--- src/rtl/sysarr_tile_sequencer.sv ---
`default_nettype none
// ============================================================================
// sysarr_tile_sequencer: streams weight / input / partial-sum rows into a
// systolic array and buffers its output rows. SYSARR_SEQ_PERF_EN adds perf ports.
// Revision: 1.0
// ============================================================================
module sysarr_tile_sequencer #(
  parameter int N  = 4,
  parameter int DW = 16
) (
  input  logic                    clk,
  input  logic                    nRST,
  input  logic                    cmd_valid,
  output logic                    cmd_ready,
  input  logic                    cmd_keep_weights,
  input  logic                    rd_valid,
  output logic                    rd_ready,
  input  logic [DW*N-1:0]         rd_data,
  output logic                    weight_en,
  output logic                    input_en,
  output logic                    partial_en,
  output logic [$clog2(N)-1:0]    row_in_en,
  output logic [$clog2(N)-1:0]    row_ps_en,
  output logic [DW*N-1:0]         array_in,
  output logic [DW*N-1:0]         array_in_partials,
  input  logic                    fifo_has_space,
  input  logic                    out_en,
  input  logic [$clog2(N)-1:0]    row_out,
  input  logic [DW*N-1:0]         array_output,
  input  logic                    drained,
  output logic                    res_valid,
  input  logic                    res_ready,
  output logic [DW*N-1:0]         res_data,
  output logic [$clog2(N)-1:0]    res_row,
  output logic                    busy,
  output logic                    done
`ifdef SYSARR_SEQ_PERF_EN
  ,
  output logic [31:0]             perf_cycles,
  output logic [31:0]             perf_stall,
  output logic                    perf_err
`endif
);

  localparam int RW = $clog2(N);
  localparam int CW = $clog2(N) + 1;

  typedef enum logic [2:0] {
    IDLE     = 3'd0,
    LOAD_W   = 3'd1,
    LOAD_IP  = 3'd2,
    WAIT_OUT = 3'd3,
    FLUSH    = 3'd4
  } state_t;

  state_t          state_q, state_d;
  logic [RW-1:0]   rc_q, rc_d;
  logic            phase_q, phase_d;
  logic [CW-1:0]   oc_q, oc_d;
  logic            wts_valid_q, wts_valid_d;
  logic [RW-1:0]   wr_ptr_q, wr_ptr_d;
  logic [RW-1:0]   rd_ptr_q, rd_ptr_d;
  logic [CW-1:0]   count_q, count_d;
  logic            err_q, err_d;
  logic [DW*N-1:0] data_mem_q [N];
  logic [DW*N-1:0] data_mem_d [N];
  logic [RW-1:0]   row_mem_q  [N];
  logic [RW-1:0]   row_mem_d  [N];

  logic          capture;
  logic          buf_full;
  logic          push;
  logic          pop;
  logic          slot_ok;
  logic [CW:0]   slots_avail;
  logic [CW:0]   rows_issued;

  assign cmd_ready = (state_q == IDLE);
  assign busy      = (state_q != IDLE);
  assign buf_full  = (count_q == CW'(N));
  assign res_valid = (count_q != '0);
  assign res_data  = data_mem_q[rd_ptr_q];
  assign res_row   = row_mem_q[rd_ptr_q];
  assign pop       = res_valid && res_ready;
  assign push      = capture && out_en && !buf_full;

  // A new row may enter only if every row still in flight plus this one has a buffer slot.
  assign slots_avail = (CW+1)'(N) - {1'b0, count_q} + {1'b0, oc_q};
  assign rows_issued = {1'b0, CW'(rc_q)};
  assign slot_ok     = (slots_avail > rows_issued);

  always_comb begin
    state_d           = state_q;
    rc_d              = rc_q;
    phase_d           = phase_q;
    oc_d              = oc_q;
    wts_valid_d       = wts_valid_q;
    rd_ready          = 1'b0;
    weight_en         = 1'b0;
    input_en          = 1'b0;
    partial_en        = 1'b0;
    row_in_en         = '0;
    row_ps_en         = '0;
    array_in          = '0;
    array_in_partials = '0;
    capture           = 1'b0;
    done              = 1'b0;

    case (state_q)
      IDLE: begin
        rc_d    = '0;
        phase_d = 1'b0;
        oc_d    = '0;
        if (cmd_valid) begin
          state_d = (cmd_keep_weights && wts_valid_q) ? LOAD_IP : LOAD_W;
        end
      end
      LOAD_W: begin
        rd_ready = 1'b1;
        if (rd_valid) begin
          weight_en = 1'b1;
          array_in  = rd_data;
          if (rc_q == RW'(N-1)) begin
            rc_d        = '0;
            wts_valid_d = 1'b1;
            state_d     = LOAD_IP;
          end else begin
            rc_d = rc_q + 1'b1;
          end
        end
      end
      LOAD_IP: begin
        capture  = 1'b1;
        rd_ready = fifo_has_space && slot_ok;
        if (rd_valid && fifo_has_space && slot_ok) begin
          if (!phase_q) begin
            input_en  = 1'b1;
            row_in_en = rc_q;
            array_in  = rd_data;
            phase_d   = 1'b1;
          end else begin
            partial_en        = 1'b1;
            row_ps_en         = rc_q;
            array_in_partials = rd_data;
            phase_d           = 1'b0;
            if (rc_q == RW'(N-1)) begin
              rc_d    = '0;
              state_d = WAIT_OUT;
            end else begin
              rc_d = rc_q + 1'b1;
            end
          end
        end
      end
      WAIT_OUT: begin
        capture = 1'b1;
        if (oc_q == CW'(N)) begin
          state_d = FLUSH;
        end
      end
      FLUSH: begin
        if ((count_q == '0) && drained) begin
          done    = 1'b1;
          state_d = IDLE;
        end
      end
      default: state_d = IDLE;
    endcase

    // The array cannot be stalled: every captured out_en counts, even if dropped.
    if (capture && out_en) begin
      oc_d = oc_q + 1'b1;
    end
  end

  always_comb begin
    wr_ptr_d   = wr_ptr_q;
    rd_ptr_d   = rd_ptr_q;
    count_d    = count_q + CW'(push) - CW'(pop);
    err_d      = err_q | (capture && out_en && buf_full);
    data_mem_d = data_mem_q;
    row_mem_d  = row_mem_q;
    if (push) begin
      data_mem_d[wr_ptr_q] = array_output;
      row_mem_d[wr_ptr_q]  = row_out;
      wr_ptr_d = (wr_ptr_q == RW'(N-1)) ? '0 : wr_ptr_q + 1'b1;
    end
    if (pop) begin
      rd_ptr_d = (rd_ptr_q == RW'(N-1)) ? '0 : rd_ptr_q + 1'b1;
    end
  end

  always_ff @(posedge clk or negedge nRST) begin
    if (!nRST) begin
      state_q     <= IDLE;
      rc_q        <= '0;
      phase_q     <= 1'b0;
      oc_q        <= '0;
      wts_valid_q <= 1'b0;
      wr_ptr_q    <= '0;
      rd_ptr_q    <= '0;
      count_q     <= '0;
      err_q       <= 1'b0;
      for (int i = 0; i < N; i++) begin
        data_mem_q[i] <= '0;
        row_mem_q[i]  <= '0;
      end
    end else begin
      state_q     <= state_d;
      rc_q        <= rc_d;
      phase_q     <= phase_d;
      oc_q        <= oc_d;
      wts_valid_q <= wts_valid_d;
      wr_ptr_q    <= wr_ptr_d;
      rd_ptr_q    <= rd_ptr_d;
      count_q     <= count_d;
      err_q       <= err_d;
      data_mem_q  <= data_mem_d;
      row_mem_q   <= row_mem_d;
    end
  end

`ifdef SYSARR_SEQ_PERF_EN
  logic [31:0] perf_cycles_q, perf_cycles_d;
  logic [31:0] perf_stall_q,  perf_stall_d;

  always_comb begin
    perf_cycles_d = perf_cycles_q;
    perf_stall_d  = perf_stall_q;
    if (busy && (perf_cycles_q != '1)) begin
      perf_cycles_d = perf_cycles_q + 32'd1;
    end
    if (((state_q == LOAD_W) || (state_q == LOAD_IP)) && rd_valid && !rd_ready &&
        (perf_stall_q != '1)) begin
      perf_stall_d = perf_stall_q + 32'd1;
    end
  end

  always_ff @(posedge clk or negedge nRST) begin
    if (!nRST) begin
      perf_cycles_q <= '0;
      perf_stall_q  <= '0;
    end else begin
      perf_cycles_q <= perf_cycles_d;
      perf_stall_q  <= perf_stall_d;
    end
  end

  assign perf_cycles = perf_cycles_q;
  assign perf_stall  = perf_stall_q;
  assign perf_err    = err_q;
`else
  logic unused_err;
  assign unused_err = err_q;
`endif

endmodule
`default_nettype wire
--- config.mk ---
export PLATFORM = sky130hd
export DESIGN_NAME = sysarr_tile_sequencer
export DESIGN_NICKNAME = d
export VERILOG_FILES = /design/src/rtl/sysarr_tile_sequencer.sv
export SDC_FILE = /design/constraint.sdc
export NUM_CORES = 1
export LEC_CHECK = 0
export ABC_AREA = 1
export BUFFER_PORTS_ARGS = -buffer_cell sky130_fd_sc_hd__buf_2
export CAP_MARGIN = 20
export CELL_PAD_IN_SITES_DETAIL_PLACEMENT = 0
export CELL_PAD_IN_SITES_GLOBAL_PLACEMENT = 1
export CORE_ASPECT_RATIO = 0.6
export CORE_MARGIN = 5
export CORE_UTILIZATION = 35
export CTS_CLUSTER_DIAMETER = 120
export DETAILED_ROUTE_END_ITERATION = 10
export GPL_TIMING_DRIVEN = 1
export PLACE_DENSITY_LB_ADDON = 0.2
export SETUP_SLACK_MARGIN = 0.15
export SLEW_MARGIN = 20
export SYNTH_ARGS = -nofsm -noshare
export SYNTH_HDL_FRONTEND = slang
export SYNTH_SLANG_ARGS = --single-unit
--- constraint.sdc ---
create_clock -name clk -period 2.6 [get_ports clk]
set_clock_uncertainty 0.2 [all_clocks]
set_input_delay 0.26 -clock clk [delete_from_list [all_inputs] [get_ports clk]]
set_output_delay 0.26 -clock clk [all_outputs]
set_load 0.02 [all_outputs]
==> impl_metrics.yaml <==
run_status:
  status: "complete, but fails checks"
  failing_checks: "negative setup slack"
floorplanning:
  fp.dieH_um: 167
  io_pins: 345
  floorplan.core_area_sq_um: 40400
  die-area_sq_um: 45200
  count_of_standard_cell_rows: 57
  initial_core_util_pct: 35.4
  die_width_um: 271
power:
  post-layout-total-power_mw: 32.4
  power_density_nw_per_um2: 1330
  total_leakage_power_nw: 11.4
  vdd_ir_drop_max_mv: 0.812
clock_tree:
  cts.sinks: 281
  ctsRootBufferMaster: "sky130_fd_sc_hd__clkbuf_16"
  clock_tree_from_tritoncts: "done"
  worstSkewPairLatency_ns: 0.56
  path_clk_slew_ns: 0.07
  cts_inserted_buffers: 28
  cts-htree-levels: 1
  buffer_depth_of_the_longest_clock_path: 3
layout:
  post_route_cells_drive_above_1_share_pct: 40.1
  layout.cells.most_common: "sky130_fd_sc_hd__nand2_1"
  finish.utilization_pct: 60.3
  finish.cell_count_without_fillers: 2944
  fillCellCount: 3477
  mostFrequentLayoutCells: "sky130_fd_sc_hd__nand2_1 (569), sky130_fd_sc_hd__dfrtp_1 (279), sky130_fd_sc_hd__o21ai_0 (243)"
  final_nets: 2549
  final_area_sq_um: 24400
  diodes: 0
  layout-area-overhead-vs-synth_pct: 70.3
timing:
  hold_viol: 0
  fin_crit_sh_pct: 136
  relSlewSlack_pct: 57.9
  fmax_mhz: 282
  finalWorstPathRequiredPeriod_ns: 3.54
  rsz_0062_raised_after_global_routing: "true"
  timing.final.max_slew_violations: 0
  worst_hold_slack_ns: 0.0903
  setup_ws_ns: -0.942
  finalSetupViolCount: 135
  worst_max_slew_pin_slew_ns: 0.632
  tns_ns: -118.08
logic_synthesis:
  synth.yosys.seq_area_share_pct: 49.1
  synth_xor_xnor_area_share_pct: 0.122
  synth_compound_area_share_pct: 19.9
  post_synth.cell_area_avg_sq_um: 7.53
  synthCells: 1903
  synthSimpleGateAreaFrac_pct: 21.5
  proportion_of_netlist_area_held_by_the_largest_area_contributor_pct: 49.1
  synth_top_area_cell: "sky130_fd_sc_hd__dfrtp_1"
  synth.distinct_cells: 29
  ys.warnings.count: 0
  area_share_of_fa_ha_maj_cells_after_synthesis_pct: 1.68
  post_synthesis_cell_area_sq_um: 14300
  synth_top_family_by_area: "simple AND/OR/NAND/NOR gates"
  synth_top_cells_by_area: "sky130_fd_sc_hd__dfrtp_1 (49%), sky130_fd_sc_hd__nand2_1 (15%), sky130_fd_sc_hd__o21ai_0 (12%), sky130_fd_sc_hd__nor2_1 (5.6%), sky130_fd_sc_hd__o22ai_1 (2.9%)"
  post_synth_mux_area_share_pct: 0
  ys_seq_elements: 281
  number_of_nets_produced_by_synthesis: 2060
global_route:
  grt_util_all_layers_pct: 25.6
  antenna_found_initial: 2
  grt_pass1_vias: 14900
  globalRoute.totalOverflow: 0
  grt_start_max_net_pins: 86
  first_pass_grt_wire_length_um: 92500
setup_path:
  timing.critical_path.required_ns: 2.14
  startpoint_class_of_the_critical_path: "register"
  critical_path.endpoint_type: "primary output"
  critPathArrivalTime_ns: 3.08
  critical_path_maximum_fanout: 6
  timing_worst_setup_path_type: "reg2out"
run:
  maxCapViolCount: 0
detailed_routing:
  avgViaCountPerCell: 5.24
  final_antenna_net_count: 0
  drt_iter0_drc: 1191
  drt-pass1-iter-count: 5
  finalWirelength_um: 62800
  routed-via-count: 15400
  wl_per_cell_um: 21.3
  drc: 0
place:
  place_ws_ns: -0.426
  buffer_ports.inserted: 344
  place_inst: 2702
  placed_cell_area_sq_um: 18100
  finalWeightedCongestion: 0.897
  dp_hpwl_um: 34800
hold_path:
  hold_path.class: "in2reg"
[report_power, final]
part | switching (mW) | leakage, nW | internal (mW)
combinational | 11.2 | 7.38 | 9.09
clock | 1.87 | 0.473 | 2.40
sequential | 1.42 | 3.58 | 6.41
total | 14.5 | 11.4 | 17.9
[kinds of logic after synthesis]
kind of cell    after synthesis
compound gates              539
simple gates                808
fa+ha+maj                    18
flops                       281
xor+xnor                      2
buf+inv                     255
[layer usage]
metal,global-route usage (%),vias to the layer above,part of all wire [%]
li1,-,7185,-
met1,38.3,7667,47
met2,39.2,480,46
met3,5.21,84,5.9
met4,4.18,4,1.5
met5,0,-,0.037
[critical path: stages (launching register included)]
cell and delay [ns]:
sky130_fd_sc_hd__dfrtp_1 0.41, sky130_fd_sc_hd__ha_4 0.28, sky130_fd_sc_hd__ha_4 0.12, sky130_fd_sc_hd__inv_2 0.03, sky130_fd_sc_hd__fa_2 0.44, sky130_fd_sc_hd__nand2_1 0.06
sky130_fd_sc_hd__nor2_1 0.04, sky130_fd_sc_hd__nand2_1 0.09, sky130_fd_sc_hd__nand2_2 0.07, sky130_fd_sc_hd__or2_4 0.24, sky130_fd_sc_hd__buf_12 0.15, sky130_fd_sc_hd__buf_12 0.13
sky130_fd_sc_hd__buf_16 0.14, sky130_fd_sc_hd__a21oi_4 0.15, sky130_fd_sc_hd__buf_6 0.14
[synthesized netlist by cell type (all sizes together)]
| cell | instances |
|---|---|
| buf | 53 |
| or2 | 1 |
| clkbuf | 99 |
| nor2 | 215 |
| a21oi | 68 |
| nor4 | 1 |
| xnor2 | 2 |
| inv | 103 |
| o21bai | 1 |
| o21ai | 402 |
| a31oi | 1 |
| nand3b | 3 |
| nor3 | 2 |
| fa | 2 |
| dfrtp | 281 |
| nand2 | 574 |
| ha | 16 |
| o22ai | 67 |
| nand4 | 3 |
| nand3 | 9 |
[timing repair]
| item | in CTS | in global routing |
|---|---|---|
| endpoints found under the hold margin | 517 | 0 |
| pin swaps | 24 | 112 |
| resized for setup | 399 | 497 |
| hold buffers | 71 | 0 |
| setup endpoints to repair | 207 | 220 |
| gates cloned | 28 | 14 |
| buffers inserted | 47 | 31 |
[state kept, by name (all words and copies together), names as in the netlist]
name / flops
oc_q: 3
wts_valid_q: 1
count_q: 3
data_mem_q: 256
wr_ptr_q: 2
row_mem_q: 8
rc_q: 2
rd_ptr_q: 2
state_q: 3
phase_q: 1
[area by class of cell]
| type | instances | area, sq um | area share [%] |
|---|---|---|---|
| flip-flops and latches | 281 | 7040 | 28.9 |
| clock inverters | 17 | 181 | 0.744 |
| well taps | 531 | 664 | 2.72 |
| multi-input cells | 1368 | 8700 | 35.7 |
| repair buffers | 610 | 6630 | 27.2 |
| clock buffers | 34 | 763 | 3.13 |
| inverters | 103 | 404 | 1.66 |
[path summary, 6_finish.rpt]
path                                  from         endpoint  slack [ns]  cells after the start
setup / recovery                   oc_q[1]     array_in[51]       -0.94                     14
hold / removal                   cmd_valid       state_q[2]        0.09                      6
setup reg to reg                   oc_q[1]       state_q[0]           0                     14
hold reg to reg            data_mem_q[191]  data_mem_q[191]        0.29                      2
max in group asynchronous             nRST   data_mem_q[54]        1.31                      3
min in group asynchronous             nRST   data_mem_q[14]        0.16                      2
Note: power is estimated with default switching activity, not from simulation.
